`src/rtl/shift_seq_ctrl.sv`:
```
// shift_seq_ctrl: multi-cycle 16-bit shift/rotate sequencer.
// One request is accepted over a valid/ready handshake. The sequencer then applies the
// 1/2/4/8 stages one per clock to a registered operand. The result is held on a
// valid/ready response port until the consumer takes it.
// Optional feature macro: SHIFT_SEQ_EARLY_EXIT_EN. When it is defined, the sequencer
// leaves RUN as soon as no higher amount bits remain set.
module shift_seq_ctrl #(
  parameter int unsigned WIDTH = 16,
  parameter int unsigned AMT_W = 4
) (
  input  logic             clk,
  input  logic             rst,
  input  logic             req_valid,
  output logic             req_ready,
  input  logic [WIDTH-1:0] req_in,
  input  logic [AMT_W-1:0] req_amt,
  input  logic             req_op,
  input  logic             req_dir,
  output logic             resp_valid,
  input  logic             resp_ready,
  output logic [WIDTH-1:0] resp_out,
  output logic             busy
);

  typedef enum logic [1:0] {StIdle, StRun, StDone} state_e;

  state_e           r_state, w_state_d;
  logic [WIDTH-1:0] r_data, w_data_d;
  logic [AMT_W-1:0] r_amt, w_amt_d;
  logic             r_op, w_op_d;
  logic             r_dir, w_dir_d;
  logic [1:0]       r_stage, w_stage_d;

  logic [4:0]       w_step;
  logic [4:0]       w_back;
  logic [WIDTH-1:0] w_shl;
  logic [WIDTH-1:0] w_shr;
  logic [WIDTH-1:0] w_moved;
  logic             w_last;

  // Single stage of the datapath: move by 2^stage, or pass through when that amt bit is 0.
  always_comb begin
    w_step = 5'd1 << r_stage;
    w_back = 5'(WIDTH) - w_step;
    w_shl  = r_data << w_step;
    w_shr  = r_data >> w_step;
    if (r_op) begin
      w_moved = r_dir ? w_shr : w_shl;
    end else begin
      // Rotate: OR in the bits that fell off the other end.
      w_moved = r_dir ? (w_shr | (r_data << w_back)) : (w_shl | (r_data >> w_back));
    end
    if (!r_amt[r_stage]) begin
      w_moved = r_data;
    end
  end

  // Decide whether the stage being executed this cycle is the final one.
  always_comb begin
`ifdef SHIFT_SEQ_EARLY_EXIT_EN
    // Finish once no amount bits above the current stage remain.
    w_last = (r_amt >> ({1'b0, r_stage} + 3'd1)) == '0;
`else
    w_last = (r_stage == 2'd3);
`endif
  end

  // Next-state and datapath register updates.
  always_comb begin
    w_state_d = r_state;
    w_data_d  = r_data;
    w_amt_d   = r_amt;
    w_op_d    = r_op;
    w_dir_d   = r_dir;
    w_stage_d = r_stage;
    unique case (r_state)
      StIdle: begin
        if (req_valid) begin
          w_data_d  = req_in;
          w_amt_d   = req_amt;
          w_op_d    = req_op;
          w_dir_d   = req_dir;
          w_stage_d = 2'd0;
`ifdef SHIFT_SEQ_EARLY_EXIT_EN
          w_state_d = (req_amt == '0) ? StDone : StRun;
`else
          w_state_d = StRun;
`endif
        end
      end
      StRun: begin
        w_data_d  = w_moved;
        w_stage_d = r_stage + 2'd1;
        if (w_last) begin
          w_state_d = StDone;
        end
      end
      StDone: begin
        if (resp_ready) begin
          w_state_d = StIdle;
        end
      end
      default: w_state_d = StIdle;
    endcase
  end

  // State and datapath registers. Reset discards any in-flight operation.
  always_ff @(posedge clk or posedge rst) begin
    if (rst) begin
      r_state <= StIdle;
      r_data  <= '0;
      r_amt   <= '0;
      r_op    <= 1'b0;
      r_dir   <= 1'b0;
      r_stage <= 2'd0;
    end else begin
      r_state <= w_state_d;
      r_data  <= w_data_d;
      r_amt   <= w_amt_d;
      r_op    <= w_op_d;
      r_dir   <= w_dir_d;
      r_stage <= w_stage_d;
    end
  end

  // Handshake and result outputs decode directly from state.
  always_comb begin
    req_ready  = (r_state == StIdle);
    resp_valid = (r_state == StDone);
    busy       = (r_state != StIdle);
    resp_out   = (r_state == StDone) ? r_data : '0;
  end

endmodule
```
`config.mk`:
```
export PLATFORM = sky130hd
export DESIGN_NAME = shift_seq_ctrl
export DESIGN_NICKNAME = d
export VERILOG_FILES = /design/src/rtl/shift_seq_ctrl.sv
export SDC_FILE = /design/constraint.sdc
export NUM_CORES = 1
export LEC_CHECK = 0
export BUFFER_PORTS_ARGS = -buffer_cell sky130_fd_sc_hd__buf_2
export CELL_PAD_IN_SITES_DETAIL_PLACEMENT = 1
export CELL_PAD_IN_SITES_GLOBAL_PLACEMENT = 2
export CORE_MARGIN = 2
export CORE_UTILIZATION = 35
export DETAILED_ROUTE_END_ITERATION = 10
export PLACE_DENSITY_LB_ADDON = 0.12
export SYNTH_ARGS = -nofsm -noshare
export SYNTH_HDL_FRONTEND = slang
export SYNTH_SLANG_ARGS = --single-unit
```
`constraint.sdc`:
```
create_clock -name clk -period 3.6 [get_ports clk]
set_input_delay 0.54 -clock clk [delete_from_list [all_inputs] [get_ports clk]]
set_output_delay 0.54 -clock clk [all_outputs]
set_load 0.005 [all_outputs]
```
[After elaboration in Yosys (flattened, before gate mapping)]
Index checks and enable logic that the tools add are counted.
Word-level totals
  word-level logic and storage cells: 45
  flip-flop bits (word level): 26
  output and inout port bits: 19
Operators by class
  bitwise operators: 2
  add/subtract/negate cells: 2
  $lt $le $gt $ge: 1
  equal/unequal tests: 7
  shift operators: 5
  muxes and demuxes: 15
  reductions and logical operators: 7
Operators by type and width (number)
  $mux 16: 6
  $or 16x16->16: 2
  $pmux 16 s2: 1
  $shl 16x5->16: 2
  $shr 16x5->16: 2
  $mux 2: 4
  $ne 2x2->1 const B: 3
  $pmux 2 s3: 1
  $reduce_and 3->1: 2
  $shl 1x2->5 const A: 1
  $sub 5x5->5 const A: 1
  $eq 2x2->1 const B: 2
  $pmux 2 s2: 1
  $reduce_and 2->1: 2
  $reduce_bool 2->1: 2
  $lt 2x3->1 const B: 1
  $add 2x1->2 const B: 1
  $bmux 1 s2: 1
  $eq 2x1->1 const B: 1
  $logic_not 2->1: 1
  $ne 2x1->1 const B: 1
  $mux 1: 1

[Depth between registers and ports, before layout]
Gate-level depths: netlist (run 1).
  depth in word-level cells: 8
  gate-level depth with buffers: 11
  depth with buffers taken out: 10

[Least setup slack after synthesis (run 1)]
Ideal clock, no wire load.
  path kind: register to register
  from: register r_stage[0]
  to: register r_data[1]
  stages on the path, launching flop included: 12
  buffers on the path: 1
  required time: 3478 ps
  path slack: 1091 ps
  clock period less this slack: 2509 ps
  data arrival time: 2386 ps
  cells stage by stage: dfrtp_1 inv_1 ha_1 buf_4 inv_1 ha_1 mux4_2 a21oi_1 a21oi_1 o31ai_1 or3_1 a21oi_1
Between the ends
  longest elaborated chain between the ends: 8
Ends and longest elaborated chain
  start, declared: RTL line 32  | logic [1:0] r_stage, w_stage_d;
  start signal, assigned: RTL line 122  | r_stage <= w_stage_d;
  $shl 1x2->5: RTL line 43  | w_step = 5'd1 << r_stage;
  $sub 5x5->5: RTL line 44  | w_back = 5'(WIDTH) - w_step;
  $shr 16x5->16 / $shl 16x5->16 (equally long branches): RTL line 51  | w_moved = r_dir ? (w_shr | (r_data << w_back)) : (w_shl | (r_data >> w_back));
  $or 16x16->16: RTL line 51
  $mux 16: RTL line 51
  $mux 16: RTL line 47  | if (r_op) begin
  $mux 16: RTL line 53  | if (!r_amt[r_stage]) begin
  $pmux 16 s2: RTL line 76  | unique case (r_state)
  end signal, assigned: RTL line 118  | r_data <= w_data_d;
  end, declared: RTL line 28  | logic [WIDTH-1:0] r_data, w_data_d;
Parallel ways exist; a longest one is shown, timed or not. The select of a mux whose other input is x is not followed.
A chain may end at the register's enable or synchronous reset.

[Final worst setup path (run 1)]
  from: register r_stage[0]
  to: register r_data[15]
Same word-level chain as after synthesis.

==> results.md, run 1 <==
Run status:
- The run finished with clean final reports.

Final layout:
- The count of inserted antenna diode cells is 0.
- The share of post-route cells with drive strength above 1 is 24.3%.
- Compared with the post-synthesis result, the final layout area differs by 9.22%.
- The final net count is 451.

Clock network:
- After clock tree synthesis, the setup repair step added 0 buffers.
- Buffers inserted during clock tree synthesis total 3.
- The clock-pin slew on the worst setup and hold paths is 0.11 ns.
- The clock passes through at most 2 buffers.
- The number of hold-repair buffers added at the cts stage is 0.
- The post-cts gate resize count is 0.
- Counting every sink on the clock net gives 26.
- CTS built an H-tree with a depth of 1.
- The tree is rooted in a sky130_fd_sc_hd__clkbuf_8.
- For the worst-skew pair, the clock arrives at the later sink with an insertion delay of 0.29 ns.
- The TritonCTS clock tree is yes.

Detailed routing:
- In the routed design, unresolved DRC markers number 0.
- The total iterations of the first detailed-routing run is 6.
- The final antenna-violating net count is 0.
- After detailed routing, the average wire length per cell comes to 25.9 um.
- The total via count in the routed design is between 3000 and 4000.
- For this block, the routed nets add up to roughly 14000 um of wire.
- For this block, the initial DRC count from the detailed router was 326.
- Dividing the detail-routed via count by the number of cells gives ~6.6.

Global routing:
- Across every metal layer, demand over resource in global routing totals about 28%.
- The via count of the first global-routing pass was 3471.
- The first-pass GRT wire length is 21200 um.
- The total congestion overflow after global routing is 0.
- The largest net degree at the start of global routing is 33.
- The number of antenna violations at the first check in global routing is 0.

Floorplan:
- The row count is 35.
- The die footprint is 0.0100 sq mm.
- From bottom edge to top edge, the die measures 100 um.
- For this configuration, the core starts out at a cell density of 35.5%.
- The total I/O pin count is 45.
- The floorplan step defined a core boundary enclosing 0.00911 sq mm.
- The overall die width is 100 um.

Critical path:
- The slowest stage of the critical path belongs to the cell sky130_fd_sc_hd__dfrtp_1.
- Together, buffers and inverters on the worst path number 2.
- STA puts the critical path data required time at 3.78 ns.
- The critical path's largest stage delay is 0.48 ns.
- The type of the worst setup path is reg -> reg.
- The reg-to-reg setup timing slack is approximately 0.63 ns.
- In this run the number of cells on the critical path is 8.
- The worst flop-to-flop path endpoint is r_data[15].
- Broken down by cell family, the worst path's largest delay share belongs to multiplexers.
- The startpoint identified for the worst register-to-register timing path is r_stage[0].
- STA classifies the critical path endpoint as a register.
- The critical-path maximum fanout is 13.
- Measured in cells, the most critical reg-to-reg path has a length of 8.
- The startpoint class of the critical path is a register.
- The critical path starts at r_stage[0].
- The arrival time of data at the critical path endpoint is 3.15 ns.
- Walking the worst path, the cells encountered are inv_1, ha_1, buf_4, mux2_2, mux2i_1, a21oi_1, a221oi_1, nor3_1.
- The most critical setup path has its endpoint at r_data[15].

Job:
- The max capacitance violation total is 0.

Logic synthesis:
- For this run, the leading register cell type out of synthesis is sky130_fd_sc_hd__dfrtp_1.
- Yosys mapped a number of flops with a built-in enable equal to 0.
- The synthesized cell area is 0.00323 sq mm.
- The async set-reset flop share out of synthesis is between 90% and 100%.
- Counting distinct cell types in the post-synthesis netlist gives 54.
- The share of the yosys chip area belonging to registers is 20.1%.
- Counting every instance in the synthesized netlist gives 396.
- The post-synth net total is 429.
- A synthesized cell averages just over 8 sq um.
- The register bit count reported by yosys is 26.
- The warning count from the yosys run is 0.

Place:
- The post-DP HPWL is 9560 um.
- The final weighted congestion in routability-driven placement is 0.922.
- Input and output buffers added on the ports amount to 44.

Timing:
- Between clock sinks in the finished design, the worst skew comes to ~0.012 ns.
- Dividing the final minimum period by the clock period gives 82.4%.
- Setup violations remaining at the end of the flow were counted as 0.
- The final period demand of the worst path is ~3.0 ns.
- The max-slew violation count is 0.
- Setup repair after global routing left no endpoint under its margin.
- Measured against its own limit, the worst slew margin works out to 24.0%.
- After routing, the total negative slack on setup checks comes to 0 ns.
- The number of hold violations in the final report was 0.
- The slew at the pin with the worst max-slew slack is 1.14 ns.
- Static timing analysis puts the maximum clock frequency at 337 MHz.

Min path:
- The number of stages on the worst hold path is 2.
- The kind of path behind the tightest hold check is in -> reg.
cells by family after synthesis:
| group | count (synthesis) | synth area share (%) |
|---|---|---|
| flip-flops | 26 | 20.1 |
| AND/OR/NAND/NOR | 139 | 21.0 |
| adder cells (fa/ha/maj) | 7 | 2.71 |
| AO/OA/AOI/OAI | 114 | 23.0 |
| buffers and inverters | 52 | 7.59 |
| multiplexers | 57 | 25.3 |
| XOR/XNOR | 1 | 0.271 |
routing by layer:
layer / track usage [%] / up-vias / share of wire [%] / routed length (um)
li1: - / 1522 / - / -
met1: 40.4 / 1706 / 44 / 5980
met2: 45.4 / 212 / 46 / 6260
met3: 3.76 / 28 / 8.5 / 1160
met4: 7.17 / 0 / 2.0 / 269
met5: 0 / - / 0 / 0
flip-flops by register name, indices dropped and copies added (netlist names):
signal   flops
r_dir        1
r_data      16
r_op         1
r_amt        4
r_state      2
r_stage      2
area by class of cell:
class                           instances  area (sq um)
Tap cell                              111           139
Fill cell                            1138          5580
Multi-Input combinational cell        318          2330
Clock buffer                            3          41.3
Inverter                               12          45.0
Timing Repair Buffer                   57           318
Sequential cell                        26           651
through the flow:
stage / util [%] / hold WS [ns] / std cells / area [sq um] / worst slack (ns)
global route: 38.7 / 0.426 / 527 / 3530 / 0.477
floorplan: - / 0.475 / 396 / 3230 / 1.09
global placement: 38.3 / 0.494 / 524 / 3490 / 0.777
finish: 38.7 / 0.409 / 527 / 3530 / 0.632
detailed placement: 38.3 / 0.497 / 524 / 3490 / 0.699
CTS: 38.7 / 0.415 / 527 / 3530 / 0.690
cells in the final DEF (no fill, tap or decap), drive strengths merged, types with 4 or more instances in the layout:
cell	netlist	layout
dfrtp	26	26
nand2b	4	4
a31oi	4	4
ha	7	7
nor3	15	15
mux2	18	18
a221oi	6	6
nor2	32	32
nand3	11	11
and2	18	18
o21ai	25	25
inv	10	10
o22ai	5	5
a21oi	34	34
nand2	37	37
mux2i	22	22
o31ai	8	8
buf	14	57
mux4	17	17
nor2b	8	8
or3	5	5
a211oi	5	5
Yosys cell counts (all sizes together), types with 4 or more instances:
cell type	instances	area, sq um
a21oi	34	174
o31ai	8	60.1
or3	5	31.3
ha	7	87.6
a211oi	5	37.5
nand2	37	139
mux2i	22	220
o21ai	25	125
nor2b	8	50.1
mux4	17	387
mux2	18	210
buf	14	100
a221oi	6	58.8
and2	18	113
dfrtp	26	651
clkbuf	26	100
nor3	15	75.1
nand3	11	55.1
nand2b	4	25.0
o22ai	5	31.3
inv	10	37.5
a31oi	4	25.0
nor2	32	123
worst min path at each step:
stage,from,to,slack [ns]
detailed placement,r_amt[3],r_amt[3],0.50
finish,resp_ready,r_state[1],0.41
global placement,r_amt[3],r_amt[3],0.49
CTS,resp_ready,r_state[1],0.41
floorplan,r_amt[2],r_amt[2],0.48
global route,resp_ready,r_state[1],0.43
Power of run 1 is not shown: default switching activity piles up to over one toggle a cycle in this logic, so the estimate is an artifact.
==> inputs of run 2 (changes only) <==
- CORE_UTILIZATION: 35 -> 32
- clock period: 3.6 -> 2.6 ns (I/O delays scaled with it)
==> run 2 against run 1 <==
  * Clock skew down 0.0072 ns
  * Routed wire length up 4.6%
  * Final area up 8.2%
  * Hold slack worse by 0.25 ns
  * Non-clock buffer count up 24
  * Maximum frequency up 17%
  * Final cell count up 8.9%
  * Critical path depth unchanged
  * Sequential cell count unchanged
  * Critical path type unchanged
  * First-iteration DRC count up 13%
==> results.md, run 2 (synthesis gave the netlist of run 1 again) <==
Critical path:
- The worst endpoint required time is 2.78 ns (was 3.78 ns).
- The worst flop-to-flop path endpoint is r_data[13] (was r_data[15]).
- The critical-path maximum fanout is 5 (was 13).
- Cell-by-cell trace of the critical path: inv_1, ha_1, mux4_2, and2_0, a311oi_1, a21oi_1, a221oi_2, nor3_1 (was inv_1, ha_1, buf_4, mux2_2, mux2i_1, a21oi_1, a221oi_1, nor3_1).
- The type of the worst setup path is reg -> reg (unchanged).
- The startpoint class of the critical path is a register (unchanged).
- The arrival time of data at the critical path endpoint is 2.71 ns (was 3.15 ns).
- The slowest library cell on the worst path is sky130_fd_sc_hd__mux4_2 (was sky130_fd_sc_hd__dfrtp_1).
- The critical path endpoint category is a register (unchanged).
- The worst reg2reg path depth is 8 (unchanged).
- The launch point of the worst reg-to-reg path is r_stage[1] (was r_stage[0]).
- The reg-to-reg setup timing slack is 0.07 ns (was 0.63 ns).
- The critical path's largest stage delay was 0.58 ns (was 0.48 ns).

Floorplan:
- The total I/O pin count is 45 (unchanged).
- The core region area was 0.00977 sq mm (was 0.00911 sq mm).
- The overall die width is 104 um (was 100 um).
- The initial standard-cell utilization of the core is 33.0% (was 35.5%).
- The row count is 36 (was 35).
- The vertical extent of the die came to 104 um (was 100 um).
- The die footprint is 0.0109 sq mm (was 0.0100 sq mm).

Final layout:
- The count of inserted antenna diode cells was 0 (unchanged).
- The area added between synthesis and finish came to 18.2% (was 9.22%).
- The post-route non-filler standard cell count is 574 (was 527).
- The share of post-route cells with drive strength above 1 came to 30.4% (was 24.3%).
- Highest-count cells in the layout ignoring fill and taps: 44 x sky130_fd_sc_hd__buf_2, 37 x sky130_fd_sc_hd__nand2_1, 35 x sky130_fd_sc_hd__buf_4 (was 44 x sky130_fd_sc_hd__buf_2, 37 x sky130_fd_sc_hd__nand2_1, 33 x sky130_fd_sc_hd__a21oi_1).
- The flip-flop count of the largest register after layout is 16 (unchanged).
- The register bank with the most flops is r_data (unchanged).
- Registers with the most flip-flops: r_data (16), r_amt (4) (unchanged).
- The share of the core filled with cells is 39.1% (was 38.7%).
- The final net count is 475 (was 451).
- The most common cell after layout, fill and taps aside is sky130_fd_sc_hd__buf_2 (unchanged).

Global routing:
- The number of antenna violations at the first check in global routing is 0 (unchanged).
- The via count of the first global-routing pass is 3524 (was 3471).
- The total congestion overflow after global routing is 0 (unchanged).
- The largest net degree at the start of global routing is 31 (was 33).
- The first-pass GRT wire length was 22300 um (was 21200 um).
- The aggregate global-route resource usage came to 26.7% (was 28.3%).

Timing:
- The max-slew violation count came to 0 (unchanged).
- The worst hold slack is 0.155 ns (was 0.409 ns).
- The worst clock skew is 0.00486 ns (was 0.0121 ns).
- The number of hold violations in the final report is 0 (unchanged).
- The final period demand of the worst path was 2.53 ns (was 2.97 ns).
- The final total negative setup slack came to 0 ns (unchanged).
- The slew at the pin with the worst max-slew slack came to 0.748 ns (was 1.14 ns).
- Unrepaired setup endpoints after global routing: true (was false).
- The highest clock rate was 396 MHz (was 337 MHz).
- The setup-violating endpoint count in the final report is 0 (unchanged).
- The post-route clock period utilization is 97.2% (was 82.4%).
- The max-slew headroom at the worst pin is 50.0% (was 24.0%).

Detailed routing:
- The detailed-route wire length came to 14300 um (was 13700 um).
- The post-detailed-route wirelength per cell is 24.9 um (was 25.9 um).
- The routed via count divided by cell count was 6.11 (was 6.58).
- The DRC violation total after the first TritonRoute iteration is 367 (was 326).
- The total via count in the routed design is 3507 (was 3468).
- The final antenna-violating net count was 0 (unchanged).
- The total iterations of the first detailed-routing run is 5 (was 6).
- The DRC violations left is 0 (unchanged).

Clock network:
- The clock sink count is 26 (unchanged).
- The number of hold-repair buffers added at the cts stage is 0 (unchanged).
- The maximum level of the CTS H-tree was 1 (unchanged).
- The clock root buffer master is sky130_fd_sc_hd__clkbuf_8 (unchanged).
- The clock insertion delay at the later pin of the skew report came to 0.29 ns (about the same).
- The TritonCTS clock tree is yes (unchanged).
- The CTS buffer count came to 3 (unchanged).
- The maximum root-to-sink buffer count was 2 (unchanged).
- The clock-pin slew on the worst setup and hold paths is 0.11 ns (about the same).

Place:
- The cell total after placement came to 570 (was 524).
- The post-DP HPWL came to 10900 um (was 9560 um).
- The number of I/O port buffers is 44 (unchanged).
- The final weighted congestion in routability-driven placement is 0.961 (was 0.922).

Min path:
- The kind of path behind the tightest hold check is in -> async (was in -> reg).

Run status:
- Run status: finished, final reports clean (unchanged).

Job:
- The max capacitance violation total is 0 (unchanged).
[run 2: cell types whose count changed in the layout (fill, tap and decap cells not counted), moves of 2 or more]
cell / delta
sky130_fd_sc_hd__buf_4: +22
sky130_fd_sc_hd__ha_1: -3
sky130_fd_sc_hd__ha_2: +3
sky130_fd_sc_hd__mux2i_1: -2
[run 2: what timing repair did]
action	4_1_cts	5_1_grt
buffers inserted	0	0
setup endpoints to repair	0	10
gates resized for setup	0	10
endpoints found under the hold margin	0	0
[run 2: final cells by class]
cell class | count | area [sq um]
inverter | 12 | 48.8
sequential | 26 | 651
timing repair buffer | 81 | 514
clock inverter | 1 | 30.0
tap | 133 | 166
fill | 1189 | 5960
multi-input combinational | 318 | 2370
clock buffer | 3 | 41.3
[run 2: worst max path at each step]
stage / start / end
2_1_floorplan: r_stage[0] / r_data[1]
3_3_place_gp: r_stage[0] / r_data[1]
6_report: r_stage[1] / r_data[13]
5_1_grt: r_stage[0] / r_data[14]
3_5_place_dp: r_stage[0] / r_data[1]
4_1_cts: r_stage[0] / r_data[1]
[run 2: layer usage]
layer  vias to the layer above  track usage [%]  routed length, um
met1                      1761             38.5               6470
li1                       1556                -                  -
met4                         0             7.05                346
met5                         -                0                  0
met3                        19             4.14               1040
met2                       171             41.5               6430
[run 2: worst max-delay path: cells and delay by family (launching register included)]
kind | cells | cell delay, ns
compound gates | 3 | 0.71
fa+ha+maj | 1 | 0.33
buf+inv | 1 | 0.14
flops | 1 | 0.40
mux | 1 | 0.58
simple gates | 2 | 0.26
[run 2: stage by stage]
stage	setup slack (ns)	area [sq um]
6_report	0.0721	3820
2_1_floorplan	0.0913	3230
3_5_place_dp	0.0812	3710
4_1_cts	0.0578	3780
3_3_place_gp	0.0992	3710
5_1_grt	-0.0678	3820
Power of run 2 is left out for the same reason.
